## src/rtl/xrv_fetch_aligner.sv

```systemverilog
// xrv_fetch_aligner: turns halfword-addressed 32-bit fetch words into an
// aligned stream of RV32/RVC instructions for the decode stage. A 16-bit hold
// register carries the leftover upper halfword between words, so 32-bit
// instructions that straddle a word boundary are rebuilt. The output is a
// registered valid/ready stage that emits at most one instruction per cycle.
module xrv_fetch_aligner #(
   parameter  int NUM_TW_P      = 8,
   localparam int twid_width_lp = $clog2(NUM_TW_P)
) (
   input  logic                     clk_i,
   input  logic                     rst_i,
   input  logic                     flush_i,
   input  logic                     fetch_vld_i,
   output logic                     fetch_rdy_o,
   input  logic [31:0]              fetch_data_i,
   input  logic [31:0]              fetch_pc_i,
   input  logic [twid_width_lp-1:0] fetch_twid_i,
   input  logic                     fetch_err_i,
   output logic                     insn_vld_o,
   input  logic                     insn_rdy_i,
   output logic [31:0]              insn_o,
   output logic [31:0]              insn_pc_o,
   output logic [twid_width_lp-1:0] insn_twid_o,
   output logic                     insn_is_rv16_o,
   output logic                     insn_illegal_o
);

   typedef enum logic {RUN = 1'b0, ERR = 1'b1} state_e;

   // A halfword starts a compressed instruction unless its low bits are 2'b11.
   function automatic logic is_rvc(input logic [15:0] half);
      return half[1:0] != 2'b11;
   endfunction

   state_e                   state;
   logic                     hold_vld;
   logic [15:0]              hold_data;
   logic [31:0]              hold_pc;
   logic [twid_width_lp-1:0] hold_twid;

   logic                     out_free;
   logic                     hold_rvc;
   logic                     accept;

   logic                     emit;
   logic [31:0]              nxt_insn;
   logic [31:0]              nxt_pc;
   logic [twid_width_lp-1:0] nxt_twid;
   logic                     nxt_rv16;
   logic                     nxt_ill;
   logic                     hold_load;
   logic                     hold_clear;
   logic [15:0]              nxt_hdata;
   logic [31:0]              nxt_hpc;
   logic                     to_err;

   // Handshake: a pending RVC in hold is drained before any new word is taken.
   always_comb begin
      out_free = !insn_vld_o || insn_rdy_i;
      hold_rvc = hold_vld && is_rvc(hold_data);
      if (state == ERR) fetch_rdy_o = !flush_i;
      else              fetch_rdy_o = out_free && !flush_i && !hold_rvc;
      accept = fetch_vld_i && fetch_rdy_o;
   end

   // Alignment decode: choose the instruction to emit and the next hold contents.
   always_comb begin
      emit       = 1'b0;
      nxt_insn   = fetch_data_i;
      nxt_pc     = fetch_pc_i;
      nxt_twid   = fetch_twid_i;
      nxt_rv16   = 1'b0;
      nxt_ill    = 1'b0;
      hold_load  = 1'b0;
      hold_clear = 1'b0;
      nxt_hdata  = fetch_data_i[31:16];
      nxt_hpc    = fetch_pc_i + 32'd2;
      to_err     = 1'b0;
      if (state == RUN && out_free) begin
         if (hold_rvc) begin
            emit       = 1'b1;
            nxt_insn   = {16'h0000, hold_data};
            nxt_pc     = hold_pc;
            nxt_twid   = hold_twid;
            nxt_rv16   = 1'b1;
            hold_clear = 1'b1;
         end else if (accept) begin
            if (fetch_err_i) begin
               // Fault is charged to the oldest pending halfword if there is one.
               emit       = 1'b1;
               nxt_insn   = 32'h0000_0000;
               nxt_ill    = 1'b1;
               nxt_pc     = hold_vld ? hold_pc : fetch_pc_i;
               nxt_twid   = hold_vld ? hold_twid : fetch_twid_i;
               hold_clear = 1'b1;
               to_err     = 1'b1;
            end else if (hold_vld) begin
               emit      = 1'b1;
               nxt_insn  = {fetch_data_i[15:0], hold_data};
               nxt_pc    = hold_pc;
               nxt_twid  = hold_twid;
               hold_load = 1'b1;
            end else if (!fetch_pc_i[1]) begin
               emit = 1'b1;
               if (is_rvc(fetch_data_i[15:0])) begin
                  nxt_insn  = {16'h0000, fetch_data_i[15:0]};
                  nxt_rv16  = 1'b1;
                  hold_load = 1'b1;
               end
            end else if (is_rvc(fetch_data_i[31:16])) begin
               emit     = 1'b1;
               nxt_insn = {16'h0000, fetch_data_i[31:16]};
               nxt_rv16 = 1'b1;
            end else begin
               // Entry on the upper halfword of a 32-bit instruction: park it.
               hold_load = 1'b1;
               nxt_hpc   = fetch_pc_i;
            end
         end
      end
   end

   // Control state, hold valid and the registered output stage.
   always_ff @(posedge clk_i or posedge rst_i) begin
      if (rst_i) begin
         state          <= RUN;
         hold_vld       <= 1'b0;
         insn_vld_o     <= 1'b0;
         insn_o         <= '0;
         insn_pc_o      <= '0;
         insn_twid_o    <= '0;
         insn_is_rv16_o <= 1'b0;
         insn_illegal_o <= 1'b0;
      end else if (flush_i) begin
         state      <= RUN;
         hold_vld   <= 1'b0;
         insn_vld_o <= 1'b0;
      end else begin
         if (out_free) insn_vld_o <= emit;
         if (emit) begin
            insn_o         <= nxt_insn;
            insn_pc_o      <= nxt_pc;
            insn_twid_o    <= nxt_twid;
            insn_is_rv16_o <= nxt_rv16;
            insn_illegal_o <= nxt_ill;
         end
         if (hold_clear)     hold_vld <= 1'b0;
         else if (hold_load) hold_vld <= 1'b1;
         if (to_err) state <= ERR;
      end
   end

   // Hold payload: only meaningful while hold_vld is set, so it needs no reset.
   always_ff @(posedge clk_i) begin
      if (hold_load && !flush_i && !hold_clear) begin
         hold_data <= nxt_hdata;
         hold_pc   <= nxt_hpc;
         hold_twid <= fetch_twid_i;
      end
   end

endmodule
```

## config.mk

```make
export PLATFORM = sky130hd
export DESIGN_NAME = xrv_fetch_aligner
export DESIGN_NICKNAME = d
export VERILOG_FILES = /design/src/rtl/xrv_fetch_aligner.sv
export SDC_FILE = /design/constraint.sdc
export NUM_CORES = 1
export LEC_CHECK = 0
export CAP_MARGIN = 20
export CORE_MARGIN = 5
export CORE_UTILIZATION = 54
export DETAILED_ROUTE_END_ITERATION = 10
export GPL_ROUTABILITY_DRIVEN = 1
export PLACE_DENSITY_LB_ADDON = 0.15
export SKIP_LAST_GASP = 1
export SLEW_MARGIN = 40
export SYNTH_ARGS = -nofsm -noshare
export SYNTH_HDL_FRONTEND = slang
export SYNTH_SLANG_ARGS = --single-unit
export TNS_END_PERCENT = 20
```

## constraint.sdc

```tcl
create_clock -name clk_i -period 12.9 [get_ports clk_i]
set_clock_uncertainty 0.05 [all_clocks]
set_input_delay 2.58 -clock clk_i [delete_from_list [all_inputs] [get_ports clk_i]]
set_output_delay 2.58 -clock clk_i [all_outputs]
set_load 0.02 [all_outputs]
```

Yosys cells after proc, flatten, opt, wreduce, memory -nomap -nowiden

Cells that the tools add are included.

Register bits after elaboration: 123
Input bits: 73
Output and inout bits: 71
Word-level logic and storage cells: 91

Add/sub/neg operators: 1
Eq/ne operators: 3
Muxes and demuxes: 58
Bitwise operators: 2
Reductions and logical operators: 16

Operators by type and width:

| operator                                                         | count |
|---|---|
| 32-bit 2-to-1 mux                                                | 19 |
| 1-bit 2-to-1 mux                                                 | 35 |
| 32-bit by 2-bit adder with 32-bit output (second input constant) | 1 |
| 3-bit 2-to-1 mux                                                 | 4 |
| 1-bit logical AND                                                | 7 |
| 2-bit inequality test (second input constant)                    | 3 |
| 1-bit zero test                                                  | 4 |
| 2-bit nonzero test                                               | 2 |
| 3-bit nonzero test                                               | 1 |
| 1-bit inverter                                                   | 2 |
| 2-bit AND reduction                                              | 1 |
| 1-bit logical OR                                                 | 1 |

Depth between registers and ports, before layout

Depth in word-level cells: 12
Mapped depth: 10
Depth with buffers taken out: 5

Worst setup path before layout

No wires, ideal clock.

Path type: input -> register
Start point: input port fetch_pc_i[1]
End point: register hold_data[0], enable pin
Library setup time: 523 ps
Data arrival time: 6984 ps
Required time: 12327 ps
Slack: 5343 ps
Stages: 7
Path buffers: 3
Cell sequence: clkbuf_1 -> a21boi_0 -> clkbuf_1 -> buf_2 -> nor2_1 -> nor2_1 -> nor3_1

Longest elaborated chain between the ends: 8

RTL lines:

| item                           | RTL line | text |
|---|---|---|
| start: declaration             | 16       | `input logic [31:0] fetch_pc_i,` |
| 1-bit 2-to-1 mux               | 103      | `end else if (!fetch_pc_i[1]) begin` |
| 1-bit 2-to-1 mux               | 97       | `end else if (hold_vld) begin` |
| 1-bit 2-to-1 mux               | 88       | `if (fetch_err_i) begin` |
| 1-bit 2-to-1 mux               | 87       | `end else if (accept) begin` |
| 1-bit 2-to-1 mux               | 80       | `if (hold_rvc) begin` |
| 1-bit 2-to-1 mux               | 79       | `if (state == RUN && out_free) begin` |
| 1-bit logical AND (2 in a row) | 155      | `if (hold_load && !flush_i && !hold_clear) begin` |
| end signal: assignment         | 156      | `hold_data <= nxt_hdata;` |
| end: declaration               | 37       | `logic [15:0] hold_data;` |

No other way between the ends.
A chain may end at the register's enable or synchronous reset.

Final worst setup path

Start point: input port insn_rdy_i
End point: output port fetch_rdy_o

Longest elaborated chain between the ends: 4

RTL lines:

| item                           | RTL line | text |
|---|---|---|
| start: declaration             | 20       | `input logic insn_rdy_i,` |
| 1-bit logical OR               | 59       | `out_free = !insn_vld_o \|\| insn_rdy_i;` |
| 1-bit logical AND (2 in a row) | 62       | `else fetch_rdy_o = out_free && !flush_i && !hold_rvc;` |
| 1-bit 2-to-1 mux               | 61       | `if (state == ERR) fetch_rdy_o = !flush_i;` |
| end: declaration               | 14       | `output logic fetch_rdy_o,` |

No other way between the ends.

==> impl_metrics.toml <==
[hold_path]
min_to = "insn_o[31]"
hp-start = "insn_o[31]"
hp-class = "reg2reg"
holdPathStages = 2

[critical_path]
r2r_cells = 7
r2r_start = "hold_vld"
timing.rr.end = "insn_pc_o[8]"
cp_max_fo = 4
r2r_setup_slack_ns = 10.06
criticalPathCategory = "in2out"
critPathCaptureType = "primary output"
crit_path_start_kind = "input port"
crit_required_ns = 10.27
cp.arrival_ns = 4.18

[floorplan]
ios = 144
die_x_um = 116.0
core_sq_um = 10940
dieArea_sq_um = 13450
start_util_pct = 55.47
die_y_um = 116.0
rows = 38

[cells_and_area]
layout_commonest_cell = "clkdlybuf4s50_1"
antenna_cells = 0
drive_gt1_share_pct = 7.493
stdcell_area_sq_um = 8235
syn_to_final_growth_pct = 35.77
fin_nets = 795
most-common-layout-cells = "clkdlybuf4s50_1, nand2_1, o21ai_0, dfrtp_1, edfxtp_1"
fin_cells = 874

[grt]
grt_pass1_wl_mm = 26.38
grt_remaining_overflow = 0
grt_max_degree = 73
grt_pass1_vias = 5215
antenna_found_initial = 0
grt.total_usage_pct = 25.28

[clock_tree]
cts_htree_levels = 4
cts_buffer_depth = 2
cts_root_buf = "clkbuf_16"
cts_hold_buf = 0
post_cts_buffers = 0
cts.sinks = 123
clk_latency_ns = 0.42
cts-resized-gates = 0
path_clk_slew_ns = 0.05
cts_buffers = 17
cts_tree = "yes"

[synth]
synth_area_sq_um = 6066
synthCells = 589
syn_area_per_cell_sq_um = 10.30
yosysTopAreaCell = "dfrtp_1"
yosysSeqAreaShare_pct = 54.95
ys.flop_type = "dfrtp_1"
ys_warn_count = 0
synth.area.top_cells = "dfrtp_1, edfxtp_1, mux2i_1"
synth.distinct_cells = 50
postSynth.asyncResetShare_pct = 58.54
synth_nets = 663
ys_ff_latch = 123
synth_edf_count = 51
yosys.area.top_type_share_pct = 29.70

[placement]
detailed_place.area_sq_um = 7650
gp_congestion = 0.8174
numPortBuffers = 143
placed_cells = 842
dpl.hpwl_mm = 10.96

[detailed_routing]
dr.first_iter.drc_count = 293
wl_per_cell_um = 18.93
routed-wl-met3_mm = 1.398
wirelength_mm = 16.54
wl_met1_mm = 6.749
drc = 0
dr_wl_met2_mm = 8.130
firstDrtPassIters = 5
drt.antenna.violating_nets = 0
vias = 5183
maxUsedRoutingLayer = "met4"
viasPerCell = 5.930

[pwr]
power.density_cell_area_nw_per_um2 = 147.6
leakage_nw = 3.449
peakVddDrop_mv = 0.07726
total_power_mw = 1.216

[sta]
hold_ws_ns = 0.4138
min_period_ns = 6.811
finalSetupTns_ns = 0
rsz0062_at_grt = "no"
slew_headroom_pct = 47.37
finalCritPeriodShare_pct = 52.80
hold_violations = 0
setup_violations = 0
fmax_ghz = 0.1468
tightestPinTransition_ns = 0.7894
slew_viol_final = 0

[flow_run]
maxCapViolCount = 0

[status]
status = "completed"
[flip-flops by register name, indices dropped and copies added (netlist names)]
| register | cells |
|---|---|
| hold_data | 16 |
| hold_pc | 32 |
| hold_twid | 3 |
| hold_vld | 1 |
| insn_illegal_o | 1 |
| insn_is_rv16_o | 1 |
| insn_o | 32 |
| insn_pc_o | 32 |
| insn_twid_o | 3 |
| insn_vld_o | 1 |
| state | 1 |
[synthesized netlist by cell type, types with 2 or more instances]
master      n
nand2_1    99
o21ai_0    77
dfrtp_1    72
edfxtp_1   51
mux2i_1    50
nor2_1     31
clkbuf_1   29
a21oi_1    21
xnor2_1    17
a22oi_1    15
a2bb2oi_1  14
inv_1      11
xor2_1     11
nand3_1     9
nor3_1      9
buf_2       6
o21ai_1     5
a211oi_1    4
a31oi_1     4
nand2b_1    4
nand4_1     4
nor4_1      4
a211o_1     3
and4_1      3
nor2b_1     3
or3_1       3
a21boi_0    2
and3_1      2
buf_1       2
nor3b_1     2
o22ai_1     2
or2_2       2
[how the worst max path moves through the flow]
stage	from	slack (ns)	end
final	insn_rdy_i	6.09	fetch_rdy_o
after global routing	insn_rdy_i	6.02	fetch_rdy_o
after CTS	insn_rdy_i	6.11	fetch_rdy_o
after detailed placement	insn_rdy_i	6.14	fetch_rdy_o
after global placement	insn_rdy_i	6.21	fetch_rdy_o
after floorplan	fetch_pc_i[1]	5.34	hold_data[0]
[metrics by stage]
stage	worst slack [ns]	util, %
3_5_place_dp	6.140	69.95
5_1_grt	6.019	75.31
2_1_floorplan	5.343	-
6_report	6.089	75.31
3_3_place_gp	6.207	69.54
4_1_cts	6.107	75.26
[cells by family (layout without fill, tap and decap cells)]
family          after synthesis  after routing  share of synthesized area [%]
fa+ha+maj                     1              1                         0.2062
flops                       123            123                          54.95
xor+xnor                     29             29                          4.311
buf+inv                      49            194                          3.280
mux                          51             51                          8.436
compound gates              154            154                          15.16
simple gates                182            182                          13.65
[worst max-delay path: stages]
cell	delay, ns
clkdlybuf4s50_1	0.44
nor3b_1	0.48
a211oi_1	0.11
clkdlybuf4s50_1	0.57
[per-layer routing]
metal  vias to the layer above  global-route usage [%]
met2                       253                   42.19
met5                         -                       0
met4                         0                   8.662
met3                        28                   5.483
met1                      2522                   32.88
li1                       2380                       -
[power by group]
group	leakage, nW	switching (mW)	total (mW)	internal, mW
Combinational	1.79	0.145	0.272	0.127
Sequential	1.38	0.0268	0.482	0.455
Clock	0.281	0.166	0.462	0.296
[layout make-up]
type	count	area, sq um
clock buffer	26	520.5
clock inverter	6	60.06
fill	798	2700
inverter	11	42.54
multi-input combinational	417	2596
sequential	123	3333
tap	140	175.2
timing repair buffer	151	1508
(Power assumes the default switching activity.)
